[config.mk]
export PLATFORM = sky130hd
export DESIGN_NAME = dep_check_fwd
export DESIGN_NICKNAME = d
export VERILOG_FILES = /design/src/rtl/dep_check_fwd.sv
export SDC_FILE = /design/constraint.sdc
export NUM_CORES = 1
export LEC_CHECK = 0
export CAP_MARGIN = 20
export CORE_ASPECT_RATIO = 1.75
export CORE_UTILIZATION = 35
export CTS_CLUSTER_SIZE = 16
export DETAILED_ROUTE_END_ITERATION = 12
export PLACE_DENSITY = 0.66
export RECOVER_POWER = 25
export SYNTH_ARGS = -nofsm -noshare
export SYNTH_HDL_FRONTEND = slang
export SYNTH_SLANG_ARGS = --single-unit
[constraint.sdc]
create_clock -name clk -period 2.27 [get_ports clk]
set_clock_uncertainty 0.15 [all_clocks]
set_input_delay 0.3405 -clock clk [delete_from_list [all_inputs] [get_ports clk]]
set_output_delay 0.3405 -clock clk [all_outputs]
set_load 0.005 [all_outputs]
[src/rtl/dep_check_fwd.sv]
// Dependency check and forwarding controller between decode and EX.
// Tracks the last DEPTH issued destinations, registers EX/DM controls and stalls on load-use.
module dep_check_fwd #(
  parameter int         REG_AW   = 5,
  parameter int         DEPTH    = 3,
  parameter logic [5:0] LOAD_OP  = 6'b010100,
  parameter logic [5:0] STORE_OP = 6'b010101,
  parameter int         CNT_W    = 16,
  localparam int        SEL_W    = $clog2(DEPTH + 1)
) (
  input  logic              clk,
  input  logic              reset,
  input  logic [31:0]       ins,
  input  logic              in_valid,
  output logic              in_ready,
  input  logic              flush,
  output logic              ex_valid,
  output logic [5:0]        op_ex,
  output logic [15:0]       imm_ex,
  output logic [REG_AW-1:0] rw_ex,
  output logic [SEL_W-1:0]  mux_sel_A,
  output logic [SEL_W-1:0]  mux_sel_B,
  output logic [SEL_W-1:0]  mux_sel_S,
  output logic              imm_sel,
  output logic              mem_en_ex,
  output logic              mem_rw_ex,
  output logic [REG_AW-1:0] RW_dm,
  output logic              wr_en_dm,
  output logic              mem_mux_sel_dm,
  output logic [CNT_W-1:0]  stall_cnt
);

  logic [5:0]        op_in;
  logic [REG_AW-1:0] rd_in;
  logic [REG_AW-1:0] rs1_in;
  logic [REG_AW-1:0] rs2_in;
  logic [15:0]       imm_in;
  logic              is_load_in;
  logic              is_store_in;
  logic              imm_sel_in;
  logic              wr_in;
  logic              use_rs2;
  logic              use_rd;

  assign op_in       = ins[31:26];
  assign rd_in       = ins[25:21];
  assign rs1_in      = ins[20:16];
  assign rs2_in      = ins[15:11];
  assign imm_in      = ins[15:0];
  assign is_load_in  = (op_in == LOAD_OP);
  assign is_store_in = (op_in == STORE_OP);
  assign imm_sel_in  = op_in[3] | is_load_in | is_store_in;
  assign wr_in       = !is_store_in && (rd_in != '0);
  assign use_rs2     = !imm_sel_in;
  assign use_rd      = is_store_in;

  // Tracking pipe: index 1 is EX, index 2 is DM, and so on.
  logic [DEPTH:1]    valid_q, valid_d;
  logic [DEPTH:1]    wr_q, wr_d;
  logic [DEPTH:1]    load_q, load_d;
  logic [REG_AW-1:0] dst_q [1:DEPTH];
  logic [REG_AW-1:0] dst_d [1:DEPTH];

  logic [5:0]        op_ex_q, op_ex_d;
  logic [15:0]       imm_ex_q, imm_ex_d;
  logic [SEL_W-1:0]  sel_a_q, sel_a_d;
  logic [SEL_W-1:0]  sel_b_q, sel_b_d;
  logic [SEL_W-1:0]  sel_s_q, sel_s_d;
  logic              imm_sel_q, imm_sel_d;
  logic              mem_en_q, mem_en_d;
  logic              mem_rw_q, mem_rw_d;
  logic [CNT_W-1:0]  stall_cnt_q, stall_cnt_d;

  logic [SEL_W-1:0]  match_a, match_b, match_s;
  logic              ex_is_load;
  logic              hazard;
  logic              accept;

  // Scan far-to-near so the nearest producer overwrites any older match.
  always_comb begin
    match_a = '0;
    match_b = '0;
    match_s = '0;
    for (int k = DEPTH; k >= 1; k--) begin
      if (valid_q[k] && wr_q[k]) begin
        if (dst_q[k] == rs1_in)             match_a = SEL_W'(k);
        if (use_rs2 && (dst_q[k] == rs2_in)) match_b = SEL_W'(k);
        if (use_rd && (dst_q[k] == rd_in))   match_s = SEL_W'(k);
      end
    end
  end

  // A load targeting r0 never stalls: r0 is not a real dependency.
  assign ex_is_load = valid_q[1] & wr_q[1] & load_q[1];
  assign hazard     = in_valid && ex_is_load &&
                      ((dst_q[1] == rs1_in) ||
                       (use_rs2 && (dst_q[1] == rs2_in)) ||
                       (use_rd && (dst_q[1] == rd_in)));
  assign in_ready   = !hazard || flush;
  assign accept     = in_valid && !flush && !hazard;

  always_comb begin
    valid_d  = {valid_q[DEPTH-1:1], accept};
    wr_d     = {wr_q[DEPTH-1:1], accept & wr_in};
    load_d   = {load_q[DEPTH-1:1], accept & is_load_in};
    dst_d[1] = accept ? rd_in : '0;
    for (int k = 2; k <= DEPTH; k++) begin
      dst_d[k] = dst_q[k-1];
    end

    op_ex_d   = accept ? op_in : '0;
    imm_ex_d  = accept ? imm_in : '0;
    sel_a_d   = accept ? match_a : '0;
    sel_b_d   = accept ? match_b : '0;
    sel_s_d   = accept ? match_s : '0;
    imm_sel_d = accept & imm_sel_in;
    mem_en_d  = accept & (is_load_in | is_store_in);
    mem_rw_d  = accept & is_store_in;

    stall_cnt_d = stall_cnt_q;
    if (hazard && !flush && (stall_cnt_q != '1)) begin
      stall_cnt_d = stall_cnt_q + 1'b1;
    end
  end

  always_ff @(posedge clk or negedge reset) begin
    if (!reset) begin
      valid_q <= '0;
      wr_q    <= '0;
      load_q  <= '0;
      for (int k = 1; k <= DEPTH; k++) begin
        dst_q[k] <= '0;
      end
      op_ex_q     <= '0;
      imm_ex_q    <= '0;
      sel_a_q     <= '0;
      sel_b_q     <= '0;
      sel_s_q     <= '0;
      imm_sel_q   <= 1'b0;
      mem_en_q    <= 1'b0;
      mem_rw_q    <= 1'b0;
      stall_cnt_q <= '0;
    end else begin
      valid_q <= valid_d;
      wr_q    <= wr_d;
      load_q  <= load_d;
      for (int k = 1; k <= DEPTH; k++) begin
        dst_q[k] <= dst_d[k];
      end
      op_ex_q     <= op_ex_d;
      imm_ex_q    <= imm_ex_d;
      sel_a_q     <= sel_a_d;
      sel_b_q     <= sel_b_d;
      sel_s_q     <= sel_s_d;
      imm_sel_q   <= imm_sel_d;
      mem_en_q    <= mem_en_d;
      mem_rw_q    <= mem_rw_d;
      stall_cnt_q <= stall_cnt_d;
    end
  end

  assign ex_valid       = valid_q[1];
  assign op_ex          = op_ex_q;
  assign imm_ex         = imm_ex_q;
  assign rw_ex          = dst_q[1];
  assign mux_sel_A      = sel_a_q;
  assign mux_sel_B      = sel_b_q;
  assign mux_sel_S      = sel_s_q;
  assign imm_sel        = imm_sel_q;
  assign mem_en_ex      = mem_en_q;
  assign mem_rw_ex      = mem_rw_q;
  assign RW_dm          = dst_q[2];
  assign wr_en_dm       = wr_q[2];
  assign mem_mux_sel_dm = load_q[2];
  assign stall_cnt      = stall_cnt_q;

endmodule

; Yosys cells after proc, flatten, opt, wreduce, memory -nomap -nowiden
; Cells that the tools add are included.
[classes]
addsub = 1
n_eq_ne = 12
muxes = 24
bitwise = 10
n_reduce_logical = 24
[op_table]
columns = cell, n
row1 = == test 5 bit, 9
row2 = 2-to-1 mux 2 bit, 21
row3 = adder 16 x 1 -> 16 bit (second input constant), 1
row4 = logical AND 1 bit, 16
row5 = 2-to-1 mux 16 bit, 1
row6 = != test 16 bit (second input constant), 1
row7 = == test 6 x 5 -> 1 bit (second input constant), 2
row8 = bitwise AND 1 bit, 7
row9 = 2-to-1 mux 6 bit, 1
row10 = 2-to-1 mux 5 bit, 1
row11 = nonzero test 5 bit, 1
row12 = zero test 1 bit, 4
row13 = logical OR 1 bit, 3
row14 = OR 1 bit, 3
[totals]
register_bits = 70
in_bits = 36
output_inout_bits = 61

; Longest topological paths before layout
; Gate-level depths: netlist of run 1.
[depth]
depth_word = 12
mapped_depth = 9
mapped_depth_nobuf = 7

; Worst setup path after synthesis of run 1
; Ideal clock, no wire load.
[synth_timing]
path_kind = reg2reg
from = register dst_q (netlist bit rw_ex[3])
to = register imm_ex_q[0] (netlist: imm_ex[0])
t_arrival_ps = 1806
t_required_ps = 2001
slack_ps = 195
stages_incl_launch_ff = 10
path_buffers = 2
period_less_slack_ps = 2075
cell_sequence = dfrtp_1 xnor2_1 nand4_1 nor4_1 nor3_1 o21ai_2 inv_2 buf_6 buf_6 and2_1
[synth_between]
elab_chain_len = 8
[synth_lines]
columns = item, line
row1 = "start, declared", 61  ; logic [REG_AW-1:0] dst_q [1:DEPTH];
row2 = "start signal, assigned by index", 148  ; dst_q[k] <= dst_d[k];
row3 = == test 5 bit, 97  ; (use_rs2 && (dst_q[1] == rs2_in)) ||
row4 = logical AND 1 bit, 97
row5 = logical OR 1 bit, 96  ; ((dst_q[1] == rs1_in) ||
row6 = logical OR 1 bit (*), 97
row7 = logical AND 1 bit (*), 95  ; assign hazard = in_valid && ex_is_load &&
row8 = zero test 1 bit (*), 100  ; assign accept = in_valid && !flush && !hazard;
row9 = logical AND 1 bit (*), 100
row10 = 2-to-1 mux 16 bit (*), 112  ; imm_ex_d = accept ? imm_in : '0;
row11 = named net imm_ex_d[0], 65  ; logic [15:0] imm_ex_q, imm_ex_d;
row12 = "end signal, assigned", 151  ; imm_ex_q <= imm_ex_d;
row13 = "end, declared", 65
; Mark *: on every way through the listed nets, which the timed path passes. The rest lies on a longest branch.
; A chain may end at the register's enable or synchronous reset.

; Worst setup path after layout of run 1
[layout_timing]
from = input ins[29]
to = output in_ready
[layout_between]
elab_chain_len = 10
[layout_lines]
columns = item, line
row1 = "start, declared", 13  ; input logic [31:0] ins,
row2 = == test 6 x 5 -> 1 bit, 50  ; assign is_load_in = (op_in == LOAD_OP);
row3 = OR 1 bit (2 in a row), 52  ; assign imm_sel_in = op_in[3] | is_load_in | is_store_in;
row4 = zero test 1 bit, 54  ; assign use_rs2 = !imm_sel_in;
row5 = logical AND 1 bit, 97
row6 = logical OR 1 bit, 96
row7 = logical OR 1 bit (*), 97
row8 = logical AND 1 bit (*), 95
row9 = zero test 1 bit (*), 99  ; assign in_ready = !hazard || flush;
row10 = logical OR 1 bit (*), 99
row11 = "end, declared", 15  ; output logic in_ready,
; Mark *: on every way between the ends. The rest lies on a longest branch, timed or not.

==> results.py, run 1 <==
metrics = {
    "outcome": {
        "status": "finished with violations",
        "violations": "DRC, setup timing",
    },
    "die": {
        "core_mm2": 0.00861,
        "num_rows": 45,
        "ios": 97,
        "die_area_mm2": 0.00924,
        "die_w_um": 73.1,
        "fp.dieH_um": 126,
        "floorplan.initialDensity": 0.359,
    },
    "route": {
        "via_per_inst": 4.74,
        "highest_layer": "met4",
        "drt_iter0_markers": 77,
        "dr.pass1.iters": 8,
        "drt-total-wl_um": 8370,
        "wl_met3_um": 370,
        "wl_met1_um": 2960,
        "wire_per_inst_um": 15.9,
        "wl_met2_um": 4660,
        "drc": 2,
        "vias": 2490,
        "ant_nets": 0,
    },
    "worst_setup_path": {
        "crit_required_ns": 1.78,
        "cp_max_fo": 4,
        "r2r_end": "stall_cnt[1]$_DFFE_PN0P_",
        "end_kind": "output port",
        "reg2reg_from": "rw_ex[1]$_DFF_PN0_",
        "r2r_slack_ns": 0.06,
        "r2r_cells": 8,
        "crit_type": "input pin to output port",
        "worstSetupStartpointType": "input pin",
        "crit_arrival_ns": 1.85,
    },
    "timing": {
        "fmax_ghz": 0.427,
        "min_period_over_period": 1.03,
        "rsz0062_at_grt": "true",
        "slew-limit-headroom": 0.649,
        "worst-slew-pin-transition_ns": 0.522,
        "min_period_ns": 2.34,
        "fin_ws_ns": -0.0715,
        "setup_viol": 1,
        "tns_ns": -0.0715,
        "finalHoldViolCount": 0,
        "maxSlewViolCount": 0,
        "whs_ns": 0.216,
    },
    "clock_network": {
        "cts_tree": "done",
        "clkTransAtPathRegs_ns": 0.05,
        "cts_buffers": 9,
        "htree_num_levels": 3,
        "cts_buffer_depth": 2,
        "clock_sinks": 70,
        "clock_latency_ns": 0.33,
        "cts_root_buf": "clkbuf_16",
    },
    "cells_and_area": {
        "final_nets": 443,
        "drive_gt1_frac": 0.211,
        "area_growth_pct": 58.9,
        "layout_commonest_cell": "clkdlybuf4s50_1",
        "seq_area_mm2": 0.00175,
        "antenna_cells": 0,
        "final_cell_mix": "89 x clkdlybuf4s50_1, 70 x dfrtp_1, 36 x xnor2_1, 36 x buf_4, 22 x and2_1",
        "multiInputGateArea_mm2": 0.00137,
        "fill_cells": 733,
    },
    "grt": {
        "grt_overflow": 0,
        "grt_pass1_wl_um": 13200,
        "grt_max_degree": 71,
        "grt_util_all_layers": 0.197,
        "grt_pass1_vias": 2629,
        "antenna_found_initial": 0,
    },
    "min_path": {
        "min_delay_worst_endpoint": "op_ex[5]$_DFF_PN0_",
        "min_from": "ins[31]",
        "min_path_cells": 2,
        "hp-class": "input pin to flip-flop",
    },
    "synth": {
        "async_flop_share": 1.00,
        "postSynthAreaPerCell_um2": 11.7,
        "yosys.area.top_type": "dfrtp_1",
        "synth-seq-area-share": 0.566,
        "synth_area_mm2": 0.00310,
        "synth-seq-cells": 70,
        "synth_area_leaders": "dfrtp_1 57%, xnor2_1 12%, and2_1 6.1%, xor2_1 5.4%, nand4_1 2.8%",
        "ys_warn_count": 0,
        "synthFlopType": "dfrtp_1",
        "syn_inst": 264,
        "synth_nets": 301,
        "synth.distinct_cells": 34,
        "synth_edf_count": 0,
        "yosysTopAreaCellShare": 0.566,
    },
    "power_and_ir_drop": {
        "vdd_ir_drop_max_v": 0.000379,
        "powerDensity_mw_per_mm2": 607,
        "p_leak_nw": 2.15,
    },
    "place": {
        "pre_cts_slack_ns": -0.633,
        "hpwl_um": 5960,
        "port_buffers": 96,
        "gp_congestion": 0.882,
    },
    "flow_run": {
        "cap_violations": 0,
    },
}
[kinds of logic after synthesis]
kind of cell / share of synthesized area
DFF: 0.566
and+or+nand+nor: 0.199
AOI/OAI and AO/OA: 0.0190
muxes: 0.00364
xor gates and xnor gates: 0.170
buffers and inverters: 0.0392
adders and majority gates: 0.00404
[routing by layer]
metal	global-route usage	vias up
li1	-	1170
met1	0.198	1195
met2	0.352	94
met3	0.0445	31
met4	0.126	0
met5	0	-
[worst max-delay path: stages]
cell and delay [ns]:
clkdlybuf4s50_1 0.50, nand3b_1 0.28, nor4_4 0.31, o311a_4 0.27
inv_2 0.04, buf_6 0.10
[power by group]
group | total [mW] | internal [mW] | switching [mW]
registers | 1.30 | 1.28 | 0.0231
clock network | 1.33 | 0.859 | 0.467
logic | 0.355 | 0.204 | 0.151
[sequential cells by signal, summed over array words and instances (netlist names), 2 cells and up]
name and count:
mux_sel_S 2, mux_sel_B 2, load_q 2, wr_q 3, dst_q 5, rw_ex 5, stall_cnt 16, mux_sel_A 2
valid_q 3, op_ex 6, RW_dm 5, imm_ex 16
[synthesized netlist by cell type, types with 2 or more instances]
cell	instances
dfrtp_1	70
xnor2_1	41
and2_1	30
xor2_1	19
nand3_1	14
nand4_1	14
nor2_1	12
buf_4	11
and3_1	7
nand2_1	7
nor3_1	7
nor4_1	4
or4_1	3
a21oi_1	2
buf_6	2
nand2b_1	2
nor2b_1	2
[stage by stage]
step	instance area, µm²	total power [mW]	utilization	instances
after floorplan	3100	1.43	-	264
after global placement	4370	1.63	0.507	498
after detailed placement	4370	1.64	0.507	498
after CTS	4890	3.01	0.568	524
after global routing	4920	3.09	0.571	525
final	4920	2.98	0.571	525
[layout make-up]
type,instances,area share
flip-flops and latches,70,0.356
repair buffers,144,0.272
well taps,117,0.0298
clock buffers,11,0.0493
repair inverters,2,0.00356
inverters,2,0.00305
clock inverters,2,0.00712
multi-input cells,177,0.279
[worst max path at each step]
| stage | from | endpoint | slack, ns |
|---|---|---|---|
| 4_1_cts | rw_ex[3]$_DFF_PN0_ | in_ready | -0.06 |
| 3_5_place_dp | ins[11] | in_ready | -0.63 |
| 6_report | ins[29] | in_ready | -0.07 |
| 3_3_place_gp | ins[11] | in_ready | -0.65 |
| 2_1_floorplan | ins[31] | imm_ex[0]$_DFF_PN0_ | 0.19 |
| 5_1_grt | rw_ex[3]$_DFF_PN0_ | in_ready | -0.15 |
[timing repair]
item | CTS | global route
endpoints found under the hold margin | 70 | 0
gates resized for setup | 41 | 8
pin swaps | 18 | 3
setup buffers | 10 | 3
hold buffers | 1 | 0
cloned | 2 | 0
setup endpoints to repair | 43 | 44
No activity file was read; power rests on OpenSTA's default activity.
==> inputs of run 2 (changes only) <==
- CTS_CLUSTER_SIZE: 16 -> 28
==> results of run 2 <==
The final DEF is identical to that of run 1; final timing and power are the same.
